===== config.mk =====
export PLATFORM = sky130hd
export DESIGN_NAME = tex_dcr_dump_flat
export DESIGN_NICKNAME = d
export VERILOG_FILES = /design/src/rtl/tex_dcr_dump_pkg.sv /design/src/rtl/tex_dcr_dump_if.sv /design/src/rtl/tex_dcr_pack.sv /design/src/rtl/tex_dcr_dump.sv /design/src/flat_wrapper.sv
export SDC_FILE = /design/constraint.sdc
export NUM_CORES = 1
export LEC_CHECK = 0
export BUFFER_PORTS_ARGS = -buffer_cell sky130_fd_sc_hd__buf_2
export CAP_MARGIN = 20
export CORE_AREA = 2 2 243 245
export DETAILED_ROUTE_END_ITERATION = 10
export DIE_AREA = 0 0 245 247
export GPL_ROUTABILITY_DRIVEN = 0
export HOLD_SLACK_MARGIN = 0.06
export SETUP_SLACK_MARGIN = 0.2
export SLEW_MARGIN = 0
export SYNTH_ARGS = -nofsm -noshare
export SYNTH_HDL_FRONTEND = slang
export SYNTH_SLANG_ARGS = --single-unit

===== constraint.sdc =====
create_clock -name clk -period 2.18 [get_ports clk]
set_clock_uncertainty 0.05 [all_clocks]
set_input_delay 0.109 -clock clk [delete_from_list [all_inputs] [get_ports clk]]
set_output_delay 0.109 -clock clk [all_outputs]
set_load 0.02 [all_outputs]

===== src/rtl/tex_dcr_dump_pkg.sv =====
// Shared texture DCR types plus the read-back (dump) additions.
//   tex_dcrs_t            per-stage texture DCR state (written by the DCR write path)
//   tex_dcr_hdr_t         header word field order, format at bit 0 upward
//   TEX_DCR_DUMP_WORDS    words per dump: header, baddr, mipoff[0..TEX_LOD_MAX]
//   tex_dcr_dump_state_t  dump engine states
package tex_dcr_dump_pkg;

  localparam int TEX_LOD_MAX     = 11;
  localparam int TEX_FORMAT_BITS = 3;
  localparam int TEX_FILTER_BITS = 2;
  localparam int TEX_WRAP_BITS   = 2;
  localparam int TEX_LOD_BITS    = 4;
  localparam int TEX_ADDR_BITS   = 32;
  localparam int TEX_MIPOFF_BITS = 20;

  typedef struct packed {
    logic [TEX_FORMAT_BITS-1:0]                 format;
    logic [TEX_FILTER_BITS-1:0]                 filter;
    logic [1:0][TEX_WRAP_BITS-1:0]              wraps;
    logic [1:0][TEX_LOD_BITS-1:0]               logdims;
    logic [TEX_ADDR_BITS-1:0]                   baddr;
    logic [TEX_LOD_MAX:0][TEX_MIPOFF_BITS-1:0]  mipoff;
  } tex_dcrs_t;

  // Packed structs fill from the MSB, so the list runs last-field-first.
  typedef struct packed {
    logic [TEX_LOD_BITS-1:0]    logdims1;
    logic [TEX_LOD_BITS-1:0]    logdims0;
    logic [TEX_WRAP_BITS-1:0]   wraps1;
    logic [TEX_WRAP_BITS-1:0]   wraps0;
    logic [TEX_FILTER_BITS-1:0] filter;
    logic [TEX_FORMAT_BITS-1:0] format;
  } tex_dcr_hdr_t;

  localparam int TEX_DCR_HDR_BITS   = $bits(tex_dcr_hdr_t);
  localparam int TEX_DCR_DUMP_WORDS = TEX_LOD_MAX + 3;
  localparam int TEX_DCR_IDX_BITS   = $clog2(TEX_DCR_DUMP_WORDS);

  typedef enum logic {
    IDLE   = 1'b0,
    STREAM = 1'b1
  } tex_dcr_dump_state_t;

  function automatic tex_dcr_hdr_t tex_dcr_hdr(input tex_dcrs_t d);
    tex_dcr_hdr_t h;
    h.format   = d.format;
    h.filter   = d.filter;
    h.wraps0   = d.wraps[0];
    h.wraps1   = d.wraps[1];
    h.logdims0 = d.logdims[0];
    h.logdims1 = d.logdims[1];
    return h;
  endfunction

endpackage


===== src/rtl/tex_dcr_dump_if.sv =====
// Request/response channel of the texture DCR dump engine.
//   req_*  : requester -> engine read request (valid/ready)
//   rsp_*  : engine -> consumer word stream (valid/ready)
//   rsp_parity exists only when TEX_DCR_DUMP_PARITY_EN is defined.
// Modports: master = requester/consumer side, slave = dump engine.
interface tex_dcr_dump_if #(
  parameter int STAGE_BITS = 1,
  parameter int TAG_BITS   = 4,
  parameter int WORD_BITS  = 32,
  parameter int IDX_BITS   = tex_dcr_dump_pkg::TEX_DCR_IDX_BITS
);
  logic                  req_valid;
  logic                  req_ready;
  logic [STAGE_BITS-1:0] req_stage;
  logic [TAG_BITS-1:0]   req_tag;
  logic                  rsp_valid;
  logic                  rsp_ready;
  logic [WORD_BITS-1:0]  rsp_data;
  logic [IDX_BITS-1:0]   rsp_idx;
  logic                  rsp_last;
  logic                  rsp_err;
  logic [TAG_BITS-1:0]   rsp_tag;
`ifdef TEX_DCR_DUMP_PARITY_EN
  logic                  rsp_parity;
`endif

  modport master (
    output req_valid, req_stage, req_tag, rsp_ready,
    input  req_ready, rsp_valid, rsp_data, rsp_idx, rsp_last, rsp_err, rsp_tag
`ifdef TEX_DCR_DUMP_PARITY_EN
    , input rsp_parity
`endif
  );

  modport slave (
    input  req_valid, req_stage, req_tag, rsp_ready,
    output req_ready, rsp_valid, rsp_data, rsp_idx, rsp_last, rsp_err, rsp_tag
`ifdef TEX_DCR_DUMP_PARITY_EN
    , output rsp_parity
`endif
  );
endinterface


===== src/rtl/tex_dcr_pack.sv =====
// Combinational word selector for a DCR dump.
//   dcrs : stage snapshot
//   idx  : word index (0 header, 1 baddr, 2.. mipoff[idx-2])
//   word : WORD_BITS-wide zero-extended word
module tex_dcr_pack
  import tex_dcr_dump_pkg::*;
#(
  parameter int WORD_BITS = 32
) (
  input  tex_dcrs_t                   dcrs,
  input  logic [TEX_DCR_IDX_BITS-1:0] idx,
  output logic [WORD_BITS-1:0]        word
);
  always_comb begin
    word = '0;
    if (idx == '0)
      word[TEX_DCR_HDR_BITS-1:0] = tex_dcr_hdr(dcrs);
    else if (idx == TEX_DCR_IDX_BITS'(1))
      word[TEX_ADDR_BITS-1:0] = dcrs.baddr;
    for (int unsigned i = 0; i <= TEX_LOD_MAX; i++) begin
      if (idx == TEX_DCR_IDX_BITS'(i + 2))
        word[TEX_MIPOFF_BITS-1:0] = dcrs.mipoff[i];
    end
  end
endmodule


===== src/rtl/tex_dcr_dump.sv =====
// Texture DCR read-back engine. On an accepted request it snapshots
// dcrs[req_stage] and streams TEX_DCR_DUMP_WORDS words, echoing the tag.
// A request for a nonexistent stage yields one zero word with rsp_err=1.
//   clk, reset_n : clock, async active-low reset
//   dcrs         : live DCR state, one entry per stage
//   bus          : tex_dcr_dump_if slave (req_* in, rsp_* out)
// Optional: TEX_DCR_DUMP_PARITY_EN adds bus.rsp_parity (XOR of rsp_data).
module tex_dcr_dump
  import tex_dcr_dump_pkg::*;
#(
  parameter int NUM_STAGES = 2,
  parameter int WORD_BITS  = 32,
  parameter int TAG_BITS   = 4
) (
  input  logic           clk,
  input  logic           reset_n,
  input  tex_dcrs_t      dcrs [NUM_STAGES],
  tex_dcr_dump_if.slave  bus
);
  localparam int STAGE_BITS = (NUM_STAGES > 1) ? $clog2(NUM_STAGES) : 1;
  localparam logic [TEX_DCR_IDX_BITS-1:0] LAST_IDX = TEX_DCR_IDX_BITS'(TEX_DCR_DUMP_WORDS - 1);
  localparam logic [STAGE_BITS:0] STAGE_LIMIT = (STAGE_BITS + 1)'(NUM_STAGES);

  if (TEX_DCR_HDR_BITS > WORD_BITS) begin : g_hdr_chk
    $error("tex_dcr_dump: header wider than WORD_BITS");
  end
  if (TEX_ADDR_BITS > WORD_BITS) begin : g_addr_chk
    $error("tex_dcr_dump: TEX_ADDR_BITS wider than WORD_BITS");
  end
  if (TEX_MIPOFF_BITS > WORD_BITS) begin : g_mip_chk
    $error("tex_dcr_dump: TEX_MIPOFF_BITS wider than WORD_BITS");
  end

  tex_dcr_dump_state_t         state;
  tex_dcrs_t                   snap;
  logic                        ready_q, valid_q, last_q, err_q;
  logic [WORD_BITS-1:0]        data_q;
  logic [TEX_DCR_IDX_BITS-1:0] idx_q;
  logic [TAG_BITS-1:0]         tag_q;

  logic                        accept, hs, stage_ok;
  tex_dcrs_t                   sel_dcrs, pack_src;
  logic [TEX_DCR_IDX_BITS-1:0] pack_idx;
  logic [WORD_BITS-1:0]        pack_word, load_word;

  assign accept   = ready_q && bus.req_valid;
  assign hs       = valid_q && bus.rsp_ready;
  assign stage_ok = {1'b0, bus.req_stage} < STAGE_LIMIT;

  always_comb begin
    sel_dcrs = '0;
    if (stage_ok) sel_dcrs = dcrs[bus.req_stage];
  end

  // One packer serves both cases: the first word straight from the live
  // entry on accept, every later word from the snapshot at idx+1.
  assign pack_src = accept ? sel_dcrs : snap;
  assign pack_idx = accept ? '0 : idx_q + TEX_DCR_IDX_BITS'(1);

  tex_dcr_pack #(.WORD_BITS(WORD_BITS)) u_pack (
    .dcrs (pack_src),
    .idx  (pack_idx),
    .word (pack_word)
  );

  assign load_word = (accept && !stage_ok) ? '0 : pack_word;

`ifdef TEX_DCR_DUMP_PARITY_EN
  logic parity_q;
  always_ff @(posedge clk or negedge reset_n) begin
    if (!reset_n)                    parity_q <= 1'b0;
    else if (accept || (hs && !last_q)) parity_q <= ^load_word;
  end
  assign bus.rsp_parity = parity_q;
`endif

  always_ff @(posedge clk or negedge reset_n) begin
    if (!reset_n) begin
      state   <= IDLE;
      snap    <= '0;
      ready_q <= 1'b0;
      valid_q <= 1'b0;
      last_q  <= 1'b0;
      err_q   <= 1'b0;
      data_q  <= '0;
      idx_q   <= '0;
      tag_q   <= '0;
    end else begin
      case (state)
        IDLE: begin
          ready_q <= !accept;
          if (accept) begin
            state   <= STREAM;
            valid_q <= 1'b1;
            snap    <= sel_dcrs;
            tag_q   <= bus.req_tag;
            idx_q   <= '0;
            last_q  <= !stage_ok;
            err_q   <= !stage_ok;
            data_q  <= load_word;
          end
        end
        STREAM: begin
          if (hs) begin
            if (last_q) begin
              state   <= IDLE;
              valid_q <= 1'b0;
              ready_q <= 1'b1;
            end else begin
              idx_q  <= pack_idx;
              last_q <= (pack_idx == LAST_IDX);
              data_q <= load_word;
            end
          end
        end
        default: state <= IDLE;
      endcase
    end
  end

  assign bus.req_ready = ready_q;
  assign bus.rsp_valid = valid_q;
  assign bus.rsp_data  = data_q;
  assign bus.rsp_idx   = idx_q;
  assign bus.rsp_last  = last_q;
  assign bus.rsp_err   = err_q;
  assign bus.rsp_tag   = tag_q;
endmodule


===== src/flat_wrapper.sv =====
// flat-port wrapper written by rule: the top's interface ports become plain ports
module tex_dcr_dump_flat import tex_dcr_dump_pkg::*;
#(
  parameter int NUM_STAGES = 2,
  parameter int WORD_BITS  = 32,
  parameter int TAG_BITS   = 4
)
  (clk, reset_n, dcrs, bus_req_valid, bus_req_stage, bus_req_tag, bus_rsp_ready, bus_req_ready, bus_rsp_valid, bus_rsp_data, bus_rsp_idx, bus_rsp_last, bus_rsp_err, bus_rsp_tag);
  tex_dcr_dump_if #(.STAGE_BITS(1), .TAG_BITS(TAG_BITS), .WORD_BITS(WORD_BITS), .IDX_BITS(TEX_DCR_IDX_BITS)) bus_i ();
  input  logic clk;
  input  logic reset_n;
  input  tex_dcrs_t dcrs[NUM_STAGES];
  input wire logic [$bits(bus_i.req_valid)-1:0] bus_req_valid;
  input wire logic [$bits(bus_i.req_stage)-1:0] bus_req_stage;
  input wire logic [$bits(bus_i.req_tag)-1:0] bus_req_tag;
  input wire logic [$bits(bus_i.rsp_ready)-1:0] bus_rsp_ready;
  output wire logic [$bits(bus_i.req_ready)-1:0] bus_req_ready;
  output wire logic [$bits(bus_i.rsp_valid)-1:0] bus_rsp_valid;
  output wire logic [$bits(bus_i.rsp_data)-1:0] bus_rsp_data;
  output wire logic [$bits(bus_i.rsp_idx)-1:0] bus_rsp_idx;
  output wire logic [$bits(bus_i.rsp_last)-1:0] bus_rsp_last;
  output wire logic [$bits(bus_i.rsp_err)-1:0] bus_rsp_err;
  output wire logic [$bits(bus_i.rsp_tag)-1:0] bus_rsp_tag;
  assign bus_i.req_valid = bus_req_valid;
  assign bus_i.req_stage = bus_req_stage;
  assign bus_i.req_tag = bus_req_tag;
  assign bus_i.rsp_ready = bus_rsp_ready;
  assign bus_req_ready = bus_i.req_ready;
  assign bus_rsp_valid = bus_i.rsp_valid;
  assign bus_rsp_data = bus_i.rsp_data;
  assign bus_rsp_idx = bus_i.rsp_idx;
  assign bus_rsp_last = bus_i.rsp_last;
  assign bus_rsp_err = bus_i.rsp_err;
  assign bus_rsp_tag = bus_i.rsp_tag;
  tex_dcr_dump #(.NUM_STAGES(NUM_STAGES), .WORD_BITS(WORD_BITS), .TAG_BITS(TAG_BITS)) u_core (.clk(clk), .reset_n(reset_n), .dcrs(dcrs), .bus(bus_i));
endmodule

-- Word level (Yosys, flattened, before mapping)
Index checks and enable logic that the tools add are counted.
- logic and storage cells: 99
- bits in registers: 333
- output and inout bits: 44
- eq/ne operators: 17
- multiplexer cells: 43
- add/subtract/negate cells: 1
- magnitude comparators: 1
- reduce and logical (&&, ||, !) cells: 9
- bitwise logic cells: 2
- operators with widths (cell ; count):
    $mux W289 ; 4
    $mux W20 ; 12
    $mux W32 ; 4
    $pmux W32 S2 ; 1
    $eq A4 B4 Y1 const B ; 6
    $mux W17 ; 1
    $eq A4 B3 Y1 const B ; 4
    $mux W4 ; 4
    $mux W15 ; 1
    $mux W1 ; 11
    $eq A4 B2 Y1 const B ; 2
    $pmux W1 S2 ; 4
    $pmux W4 S2 ; 1
    $ne A2 B2 Y1 const B ; 3
    $reduce_and A2 Y1 ; 3
    $reduce_and A3 Y1 ; 2
    $add A4 B1 Y4 const B ; 1
    $eq A4 B1 Y1 const B ; 1
    $logic_not A4 Y1 ; 1
    $ge A2 B2 Y1 const B ; 1
    $logic_and A1 B1 Y1 ; 2
    $ne A2 B1 Y1 const B ; 1
    $not A1 Y2 ; 1
    $logic_not A1 Y1 ; 1
    $not A1 Y1 ; 1

-- Logic depth before layout (Yosys ltp)
- depth after elaboration: 22
- mapped depth: 11
- gate-level depth less buffers: 8

-- Hierarchy
Synthesis repeated with hierarchy kept, for this count alone.
- cell total of the unflattened synthesis: 2464
- area, all modules: 20792.4 um^2
- modules (own cells, without submodules) (module ; times used ; area each (um^2) ; cells an instance ; sequential area each (um^2)):
    tex_dcr_dump ; 1 ; 17778.3 ; 2017 ; 8333.0
    tex_dcr_pack ; 1 ; 3014.1 ; 447 ; 0.0

-- Least setup slack after synthesis
No wires, ideal clock.
- path type: register to register
- from: register u_core.idx_q[0], in the netlist u_core.bus.rsp_idx[0]
- to: register u_core.data_q[0], in the netlist u_core.bus.rsp_data[0]
- arrival time: 2.290 ns
- buffers on the path: 1
- setup slack: -0.286 ns
- stages on the path, launching flop included: 9
- clock period less this slack: 2.466 ns
- required time: 2.004 ns
- cell sequence: dfrtp_1 > ha_1 > buf_2 > a211o_1 > nor2_4 > nand2_1 > o21ai_0 > nor3_1 > a221o_1
- cells in the longest elaborated chain, start to end: 20
- ends and longest elaborated chain (what ; RTL line ; text):
    start, declared ; tex_dcr_dump.sv:38 ; logic [TEX_DCR_IDX_BITS-1:0] idx_q;
    start signal, assigned ; tex_dcr_dump.sv:110 ; idx_q <= pack_idx;
    $add A4 B1 Y4 (*) ; tex_dcr_dump.sv:58 ; assign pack_idx = accept ? '0 : idx_q + TEX_DCR_IDX_BITS'(1);
    $mux W4 (*) ; tex_dcr_dump.sv:58 ;
    $eq A4 B1 Y1 ; tex_dcr_pack.sv:18 ; else if (idx == TEX_DCR_IDX_BITS'(1))
    $mux W32 ; tex_dcr_pack.sv:18 ;
    $mux W17 ; tex_dcr_pack.sv:16 ; if (idx == '0)
    $mux W20 (11 in series) ; tex_dcr_pack.sv:21 ; if (idx == TEX_DCR_IDX_BITS'(i + 2))
    $mux W20 (*) ; tex_dcr_pack.sv:21 ;
    $mux W32 ; tex_dcr_dump.sv:105 ; if (last_q) begin
    $mux W32 ; tex_dcr_dump.sv:104 ; if (hs) begin
    $pmux W32 S2 (*) ; tex_dcr_dump.sv:89 ; case (state)
    end signal, assigned ; tex_dcr_dump.sv:100 ; data_q <= load_word;
    end signal, assigned ; tex_dcr_dump.sv:112 ; data_q <= load_word;
    end, declared ; tex_dcr_dump.sv:37 ; logic [WORD_BITS-1:0] data_q;
Every way passes the cells marked *; elsewhere a longest branch is shown, timed or not. The select of a mux whose other input is x is not followed.
A chain may end at the register's enable or synchronous reset.

-- Final worst setup path
- from: register u_core.idx_q[0], in the netlist u_core.bus.rsp_idx[0]
- to: register u_core.data_q[12], in the netlist u_core.bus.rsp_data[12]
The elaborated chain is that of the path after synthesis.

==> impl_metrics.csv <==
group,metric,value,unit
min_path,hold_class,"primary input to asynchronous set/reset pin",
power_and_ir_drop,peakVddDrop,0.5393,mV
die,die_area,60520,um2
timing,fin_tns_setup,-7896,ps
yosys,synth_area_per_cell,9.094,um2
route,drc_errors,0,
timing,setup_viol,33,
place,port_buffers,629,
clock_tree,cts_sinks,333,
yosys,seq_area_frac_synth,45.93,%
timing,hold_viol_final,0,
place,place_ws,-559.5,ps
clock_tree,cts_tree,"built",
yosys,ys_seq_elements,333,
cells_and_area,register_area,8341,um2
setup_path,rr_startpoint,"u_core.bus.rsp_idx[0]",
clock_tree,clock_tree.root_cell,"clkbuf_16",
yosys,synth_nets,2583,
cells_and_area,drive_above_1_share,33.20,%
status,status,"finished, violations left",
route,wl_met3,7585,um
yosys,synth-edff-count,0,
timing,rsz0062_at_grt,"true",
clock_tree,cts_buffers,38,
die,die_h,247,um
yosys,netlist_area,18140,um2
cells_and_area,utilization,55.60,%
global_route,grt_pass1_wl,135500,um
global_route,grt_usage,29.58,%
route,finalWirelength,95140,um
die,io_pins,631,
yosys,synth.area.top_cells,"dfrtp_1, mux2i_1, o21ai_0",
setup_path,critPathArrivalTime,3030,ps
setup_path,crit_path_max_fanout,6,
place,place_area,23710,um2
clock_tree,cts_max_path_buffers,3,
yosys,synthArstFlopShare,100.0,%
setup_path,crit_chain,"ha_4 -> buf_12 -> nand2_1 -> o22ai_1 -> nor2_1 -> a311oi_2 -> o22ai_2 -> a31oi_2 -> o21ai_1",
cells_and_area,final_cell_area,32380,um2
setup_path,max_stage_delay,510,ps
cells_and_area,multi_input_area,10050,um2
cells_and_area,fillerInstances,4907,
yosys,synth_flop_cell,"dfrtp_1",
setup_path,cp-startpoint,"u_core.bus.rsp_idx[0]",
timing,relSlewSlack,52.81,%
die,coreArea,58240,um2
die,die_w,245,um
yosys,synth.distinct_cells,75,
status,violations,"setup timing",
place,dp_hpwl,64360,um
route,first_pass_iters,5,
timing,report.final.slew_viol_count,0,
flow_run,drv_cap,0,
power_and_ir_drop,power.density,1005,nW/um2
global_route,grt_pass1_vias,22420,
power_and_ir_drop,power.total,32.54,mW
global_route,grt.overflow.total,0,
yosys,yosysWarnings,0,
yosys,synthDominantCellAreaShare,45.93,%
setup_path,cp_top_family,"compound AO/OA/AOI/OAI gates",
timing,fmax,377.4,MHz
timing,tightestPinTransition,700.5,ps
setup_path,worstSetupStartpointType,"register",
setup_path,path_class,"register to register",
setup_path,crit_required,2560,ps
timing,finalCriticalPeriod,2650,ps
route,vias,22020,
cells_and_area,nets,3938,
route,dr.first_iter.drc_count,2071,
yosys,synthCells,1995,
route,routed_via_density,5.304,
clock_tree,clock_latency,580,ps
global_route,grt_antenna_before_repair,4,
clock_tree,clk_pin_slew,70,ps
power_and_ir_drop,p_leak,15.60,nW
timing,worst_slack,-469.7,ps
setup_path,critPathCaptureType,"register",
setup_path,cpMaxStageDelayCell,"dfrtp_4",
die,start_util,31.15,%
route,wl_per_cell,22.91,um
global_route,grt_max_degree,95,
route,wl_met1,38580,um
route,wl_met2,44100,um
setup_path,crit_buf_inv,1,
clock_tree,cts_max_level,2,
cells_and_area,area_growth,78.47,%
yosys,yosysTopAreaCell,"dfrtp_1",
timing,min_period_over_period,121.5,%
route,highest_layer,"met5",
die,row_count,89,
route,drtAntennaViolNets,0,
state kept, by name, indices dropped and copies added (netlist names):
name and count:
u_core.bus.rsp_last 1, u_core.bus.rsp_data 32, u_core.bus.rsp_tag 4, u_core.bus.rsp_idx 4
u_core.bus.req_ready 1, u_core.snap 289, u_core.state 1, u_core.bus.rsp_valid 1
final timing paths:
check | slack [ps] | to | cells after the start
max | -470 | u_core.bus.rsp_data[12] | 9
min in group clk | 140 | u_core.bus.rsp_valid | 5
min reg2reg | 430 | u_core.snap[96] | 2
max reg2reg | -470 | u_core.bus.rsp_data[12] | 9
min | 70 | u_core.bus.rsp_data[31] | 2
max in group asynchronous | 1270 | u_core.bus.rsp_data[30] | 3
cell type report:
type	count	share of cell area, %
repair buffers	1470	36.09
multi-input cells	1496	31.04
flip-flops and latches	333	25.76
clock buffers	53	3.296
well taps	773	2.987
clock inverters	13	0.6608
inverters	11	0.1391
diodes	3	0.02319
logic make-up (layout without fill, tap and decap cells):
family	Yosys count	count (layout)	share of synthesized area (%)
simple gates	548	548	12.39
xor+xnor	4	4	0.2345
mux	308	308	17.20
fa+ha+maj	1	1	0.06895
compound gates	634	634	20.28
other cells	1	4	0.02067
buf+inv	166	1547	3.883
flops	333	333	45.93
report_power, final:
group | internal [mW] | switching [mW]
clock network | 4.02 | 2.72
registers | 8.97 | 2.77
logic | 6.28 | 7.79
Yosys cell counts, types with 3 or more instances:
cell,count
a211o_1,6
a211oi_1,8
a21oi_1,91
a221o_1,10
a221oi_1,10
a22o_1,12
a22oi_1,14
a2bb2oi_1,5
a31oi_1,10
a32oi_1,4
and2_1,3
buf_1,7
buf_2,44
buf_4,3
clkbuf_1,99
dfrtp_1,333
inv_1,11
mux2_2,6
mux2i_1,299
nand2_1,384
nand2_2,3
nand2b_1,5
nand3_1,12
nor2_1,88
nor2_2,3
nor2b_1,3
nor3_1,20
nor4_1,6
o211ai_1,17
o21ai_0,375
o21ai_1,8
o22ai_1,29
o31a_1,3
o31ai_1,4
or3_1,7
routing by layer:
layer  up-vias  track usage [%]
met2      1240            48.16
li1       9853                -
met1     10600            38.18
met3       326            5.546
met5         -                0
met4         2            13.32
stage by stage:
| stage | instances | hold slack, ps |
|---|---|---|
| final | 4152 | 68.84 |
| after global placement | 3461 | 91.52 |
| after CTS | 4130 | 83.27 |
| after detailed placement | 3461 | 91.84 |
| after global routing | 4151 | 104.0 |
| after floorplan | 1995 | -236.6 |
timing repair:
action,4_1_cts,5_1_grt
buffers inserted,15,9
endpoints found under the setup margin,178,193
hold buffers,584,0
resized for setup,154,92
pin swaps,43,54
gates cloned,4,10
endpoints found under the hold margin,633,0
cells in the final DEF, fill, tap and decap left out, drive strengths merged, types with 5 or more instances in the layout:
master	instances
a211o	6
o22ai	29
nand3	13
mux2i	300
nand2	387
a221o	10
buf	876
a31oi	10
nand2b	5
clkbuf	62
a22o	12
or3	7
a21oi	91
inv	12
nor4	6
nor3	22
nor2	92
o21ai	383
bufinv	5
a2bb2oi	5
and2	5
dfrtp	333
dlygate4sd3	584
mux2	7
o211ai	17
a22oi	14
a211oi	11
a221oi	10
Note: power is estimated with default switching activity, not from simulation.
